File: config.mk
export PLATFORM = sky130hd
export DESIGN_NAME = egress_arbiter
export DESIGN_NICKNAME = d
export VERILOG_FILES = /design/src/rtl/egress_arbiter.sv
export SDC_FILE = /design/constraint.sdc
export NUM_CORES = 1
export LEC_CHECK = 0
export CAP_MARGIN = 20
export CORE_ASPECT_RATIO = 1.5
export CORE_UTILIZATION = 25
export DETAILED_ROUTE_END_ITERATION = 6
export DONT_BUFFER_PORTS = 1
export PLACE_DENSITY_LB_ADDON = 0.05
export SLEW_MARGIN = 20
export SYNTH_ARGS = -nofsm -noshare
export SYNTH_HDL_FRONTEND = slang
export SYNTH_SLANG_ARGS = --single-unit
File: constraint.sdc
create_clock -name clk -period 1.56 [get_ports clk]
set_input_delay 0.234 -clock clk [delete_from_list [all_inputs] [get_ports clk]]
set_output_delay 0.234 -clock clk [all_outputs]
set_load 0.03 [all_outputs]
File: src/rtl/egress_arbiter.sv
// Egress arbiter: drains two virtual-channel FIFOs (VC0 has priority) into two
// destination FIFOs, routing each word on one data bit through a two-stage pipeline.
module egress_arbiter #(
  parameter int data_width = 6,
  parameter int route_bit  = 4
) (
  input  logic                  clk,
  input  logic                  reset,
  input  logic                  init,
  input  logic [data_width-1:0] data_out_VC0,
  input  logic                  empty_fifo_VC0,
  input  logic [data_width-1:0] data_out_VC1,
  input  logic                  empty_fifo_VC1,
  input  logic                  almost_full_fifo_D0,
  input  logic                  almost_full_fifo_D1,
  output logic                  pop_VC0_fifo,
  output logic                  pop_VC1_fifo,
  output logic                  push_D0,
  output logic                  push_D1,
  output logic [data_width-1:0] data_out_D0,
  output logic [data_width-1:0] data_out_D1,
  output logic [3:0]            state,
  output logic                  idle_out,
  output logic [4:0]            count_D0,
  output logic [4:0]            count_D1
);

  typedef enum logic [3:0] {
    ST_RESET  = 4'b0001,
    ST_INIT   = 4'b0010,
    ST_IDLE   = 4'b0100,
    ST_ACTIVE = 4'b1000
  } state_t;

  state_t                state_q, state_d;
  logic                  inflight_q, inflight_d;
  logic                  tag_q, tag_d;
  logic                  push_d0_q, push_d0_d;
  logic                  push_d1_q, push_d1_d;
  logic [data_width-1:0] data_d0_q, data_d0_d;
  logic [data_width-1:0] data_d1_q, data_d1_d;
  logic [4:0]            count_d0_q, count_d0_d;
  logic [4:0]            count_d1_q, count_d1_d;

  logic                  pop0, pop1, back_pressure;
  logic [data_width-1:0] word;

  always_comb begin
    state_d = state_q;
    case (state_q)
      ST_RESET:  state_d = ST_INIT;
      ST_INIT:   if (!init) state_d = ST_IDLE;
      ST_IDLE:   if (!empty_fifo_VC0 || !empty_fifo_VC1) state_d = ST_ACTIVE;
      ST_ACTIVE: if (empty_fifo_VC0 && empty_fifo_VC1 && !inflight_q) state_d = ST_IDLE;
      default:   state_d = ST_RESET;
    endcase
    if (init && state_q != ST_RESET) state_d = ST_INIT;
  end

  // Back-pressure from either destination stalls both sources.
  always_comb begin
    back_pressure = almost_full_fifo_D0 | almost_full_fifo_D1;
    pop0 = (state_q == ST_ACTIVE) && !empty_fifo_VC0 && !back_pressure;
    pop1 = (state_q == ST_ACTIVE) && empty_fifo_VC0 && !empty_fifo_VC1 && !back_pressure;
  end

  // Stage 1 remembers which VC was popped; stage 2 captures its word one cycle later.
  always_comb begin
    inflight_d = pop0 | pop1;
    tag_d      = pop1;
    word       = tag_q ? data_out_VC1 : data_out_VC0;
    push_d0_d  = inflight_q && !word[route_bit];
    push_d1_d  = inflight_q && word[route_bit];
    data_d0_d  = push_d0_d ? word : data_d0_q;
    data_d1_d  = push_d1_d ? word : data_d1_q;
    count_d0_d = count_d0_q + {4'b0000, push_d0_d};
    count_d1_d = count_d1_q + {4'b0000, push_d1_d};
    if (state_q == ST_INIT) begin
      count_d0_d = '0;
      count_d1_d = '0;
    end
  end

  always_ff @(posedge clk or negedge reset) begin
    if (!reset) begin
      state_q    <= ST_RESET;
      inflight_q <= 1'b0;
      tag_q      <= 1'b0;
      push_d0_q  <= 1'b0;
      push_d1_q  <= 1'b0;
      data_d0_q  <= '0;
      data_d1_q  <= '0;
      count_d0_q <= '0;
      count_d1_q <= '0;
    end else begin
      state_q    <= state_d;
      inflight_q <= inflight_d;
      tag_q      <= tag_d;
      push_d0_q  <= push_d0_d;
      push_d1_q  <= push_d1_d;
      data_d0_q  <= data_d0_d;
      data_d1_q  <= data_d1_d;
      count_d0_q <= count_d0_d;
      count_d1_q <= count_d1_d;
    end
  end

  assign pop_VC0_fifo = pop0;
  assign pop_VC1_fifo = pop1;
  assign push_D0      = push_d0_q;
  assign push_D1      = push_d1_q;
  assign data_out_D0  = data_d0_q;
  assign data_out_D1  = data_d1_q;
  assign state        = state_q;
  assign idle_out     = (state_q == ST_IDLE);
  assign count_D0     = count_d0_q;
  assign count_D1     = count_d1_q;

endmodule

Word level (Yosys, flattened, before mapping)

Index checks and enable logic that the tools add are counted.

Bits of input ports: 19
Word-level logic and storage cells: 46
Bits in latches: 0
Register bits: 30
Memories kept: 0
RAM bits: 0
Memory bits (read-only): 0

Bitwise gates (word level): 2
Multipliers: 0
Multiplexer cells: 8
Div/mod/pow operators: 0
Reductions and logical operators: 17
Order comparisons: 0
Add/subtract/negate cells: 2
Shift operators: 0
Equal/unequal tests: 8

Operators by type and width:

| kind                                                   | count |
|---|---|
| 2-to-1 mux 4 bit                                       | 4 |
| case mux 4 bit (4 select lines)                        | 1 |
| adder 5 x 1 -> 5 bit                                   | 2 |
| logical AND 1 bit                                      | 10 |
| 2-to-1 mux 5 bit                                       | 2 |
| 2-to-1 mux 6 bit                                       | 1 |
| inequality test 3 bit (second input constant)          | 2 |
| zero test 1 bit                                        | 5 |
| == test 4 x 1 -> 1 bit (second input constant)         | 1 |
| == test 4 x 2 -> 1 bit (second input constant)         | 1 |
| == test 4 x 3 -> 1 bit (second input constant)         | 1 |
| == test 4 bit (second input constant)                  | 1 |
| inequality test 4 x 1 -> 1 bit (second input constant) | 1 |
| inequality test 3 x 1 -> 1 bit (second input constant) | 1 |
| AND reduction 3 bit                                    | 1 |
| OR 1 bit                                               | 2 |
| logical OR 1 bit                                       | 1 |

Longest topological paths before layout

Depth in word-level cells: 5
Depth in mapped cells: 10
Mapped depth without buffers: 8

Least setup slack after synthesis

OpenSTA, ideal clock, no wires.

Path kind: flip-flop to output port
From: reg state_q[1], in the netlist state[1]
To: out pop_VC1_fifo
Cell stages (with the launch flop): 4
Arrival: 1.712 ns
Setup slack: -0.386 ns
Data required time: 1.326 ns
Cell sequence: dfrtp_1 nor4_1 nand2_1 nor3b_1

Cells in the longest elaborated chain, start to end: 4

Ends and longest elaborated chain:

| item                            | RTL line | source |
|---|---|---|
| start, declared                 | 35       | `state_t state_q, state_d;` |
| start signal, assigned          | 96       | `state_q <= state_d;` |
| == test 4 bit                   | 64       | `pop1 = (state_q == ST_ACTIVE) && empty_fifo_VC0 && !empty_fifo_VC1 && !back_pressure;` |
| logical AND 1 bit (3 in series) | 64       |  |
| end, declared                   | 17       | `output logic pop_VC1_fifo,` |

Every way passes these cells.

Worst setup path in the final report

From: reg state_q[2], in the netlist state[2]
To: out pop_VC1_fifo

The elaborated chain is that of the path after synthesis.

==> impl_metrics.toml <==
[synthesis]
synth_edf_count = 0
avgSynthCellArea_um2 = 12.92
synth_nets = 125
ys_ff_latch = 30
synth_top_area_cell = "dfrtp_1"
yosysMostFrequentCell = "dfrtp_1"
synth_cell_types = 30
synth_cells = 102
yosys_warnings = 0
ys_top_cells_by_count = "29 x dfrtp_1, 10 x mux2_2, 7 x nor2_1"
synthArstFlopShare_pct = 100.0
yosysTopAreaCellShare_pct = 55.08
ys_seq_area_share_pct = 57.08
synth_area_mm2 = 0.001318
synth.area.top_cells = "dfrtp_1 55%, mux2_2 8.5%, mux2_4 5.7%, ha_1 3.8%, xor2_1 2.7%"
ys.flop_type = "dfrtp_1"

[sta]
clock_skew_ns = 0.002525
slew_violations = 0
hold-worst-slack_ns = 0.02283
setup_ws_ns = -0.1108
worst_pin_slew_ns = 0.4526
finalSetupViolCount = 3
clock.fmax_mhz = 598.5
relSlewSlack_pct = 69.83
rsz0062_at_grt = "true"
fin_crit_ns = 1.671
hold_viol_final = 0
setup_tns_ns = -0.2187
fin_crit_sh_pct = 107.1

[placed_design]
gp_congestion = 0.6975
io_buffers = 0
hpwl_um = 2105
post-place-ws_ns = -0.04592

[worst_setup_path]
path_cells = "and2b_2, nand2_1, nor3b_4"
arrival_ns = 1.44
endpoint_kind = "primary output"
critical_path_class = "reg -> out"
max_stage_delay_ns = 0.41
crit_fanout = 4
crit_path_top_delay_cell = "nor3b_4"
crit_required_ns = 1.33
critPathLaunchType = "flop"

[drt]
drt_iter0_markers = 10
drtAntennaViolNets = 0
wirelength_um = 2918
drc = 0
via_per_inst = 4.439
drt_first_pass_iters = 4
vias = 879
wl_per_cell_um = 14.74

[status]
run_status = "complete, but fails checks"
violations = "setup timing"

[floorplan]
row_count = 32
dieWidth_um = 61.28
die_y_um = 90.91
io_pins = 50
initial_core_util_pct = 25.71
fp.coreArea_mm2 = 0.005125
dieArea_mm2 = 0.005571

[final_layout]
area_delta_synth_final_pct = 36.94
nets = 152
n_antenna_cell = 0
drive_above_1_share_pct = 50.77

[cts]
cts_tree = "done"
clockBufferDepth = 2
h-tree-depth = 2
clkLatencyLatePin_ns = 0.27
clkSlewWorstSetupHoldPaths_ns = 0.06
cts-buffers-inserted = 5
cts.sink_count = 30
clockRootBuffer = "clkbuf_8"

[power_and_ir_drop]
p_per_area_mw_per_mm2 = 910.1
peakVddDrop_mv = 0.5125
p_leak_nw = 0.8491
total_power_mw = 1.642

[grt]
track_usage_pct = 11.91
antenna_found_initial = 0
grt_first_pass_wirelength_um = 4705
grt.overflow.total = 0
grt_max_degree = 31
grt_pass1_vias = 933

[worst_hold_path]
hold_path.class = "in -> reg"

[flow_run]
cap_violations = 0
[cells in the final DEF, fill, tap and decap left out, types with 2 or more instances in the layout]
cell,instances
a21oi_1,2
buf_4,18
buf_6,3
clkbuf_8,6
dfrtp_1,29
ha_4,4
inv_1,3
mux2_2,10
mux2_4,5
nand2_1,4
nand3_2,3
nor2_1,6
nor2b_1,4
o21ai_0,2
xnor2_2,2
xor2_1,4
[worst max-delay path, delay by kind of cell (launching register included)]
kind | cells | cell delay (ns)
AND/OR/NAND/NOR | 3 | 0.77
flip-flops | 1 | 0.39
[sequential cells by signal (all words and copies together), names as in the netlist, 4 cells and up]
name and count:
state 4, count_D0 5, data_out_D1 6, count_D1 5, data_out_D0 6
[cell families after synthesis]
family,share of synthesized area [%]
buffers and inverters,3.229
XOR/XNOR,3.989
adder cells (fa/ha/maj),3.799
flip-flops,57.08
AND/OR/NAND/NOR,12.82
multiplexers,15.00
AO/OA/AOI/OAI,4.084
[layer usage]
layer / track usage, % / vias up / routed length (µm)
met1: 12.39 / 433 / 1067
met5: 0 / - / 0
li1: - / 401 / -
met3: 5.444 / 5 / 238
met4: 5.682 / 0 / 66
met2: 19.47 / 40 / 1546
[final cells by class]
cell class	instances	area, µm²
fill	564	3321
timing repair buffer	23	198.9
multi-input combinational	64	655.6
inverter	5	21.27
clock inverter	1	5.005
sequential	30	752.0
clock buffer	7	86.33
tap	68	85.08
[where the power goes]
part	total (mW)	internal [mW]	leakage [nW]	switching, mW
Clock	0.626	0.355	0.0482	0.271
Sequential	0.836	0.801	0.412	0.0354
Combinational	0.180	0.0777	0.389	0.102
Total	1.64	1.23	0.849	0.408
[metrics by stage]
step,area (µm²),utilization [%],instances
after floorplan,1373,-,102
after global placement,1558,30.40,184
after detailed placement,1558,30.40,184
after CTS,1762,34.38,197
after global routing,1804,35.21,198
final,1804,35.21,198
[timing repair]
action | CTS | global route
cloned | 0 | 0
pin swaps | 4 | 5
hold endpoints to repair | 30 | 0
hold buffers | 2 | 0
setup buffers | 3 | 1
gates resized for setup | 13 | 6
setup endpoints to repair | 5 | 10
[worst paths after layout]
path	startpoint	to	slack, ns	depth (start not counted)
max	state[2]$_DFFE_PN0P_	pop_VC1_fifo	-0.11	3
min	init	state[3]$_DFFE_PN0P_	0.02	1
max reg2reg	tag_q$_DFF_PN0_	count_D1[4]$_DFF_PN0_	-0.02	8
min reg2reg	count_D1[2]$_DFF_PN0_	count_D1[2]$_DFF_PN0_	0.58	2
max in group asynchronous	reset	state[0]$_DFFE_PN1P_	0.91	2
min in group asynchronous	reset	data_out_D0[4]$_DFFE_PN0N_	0.41	2
Note: power is estimated with default switching activity, not from simulation.
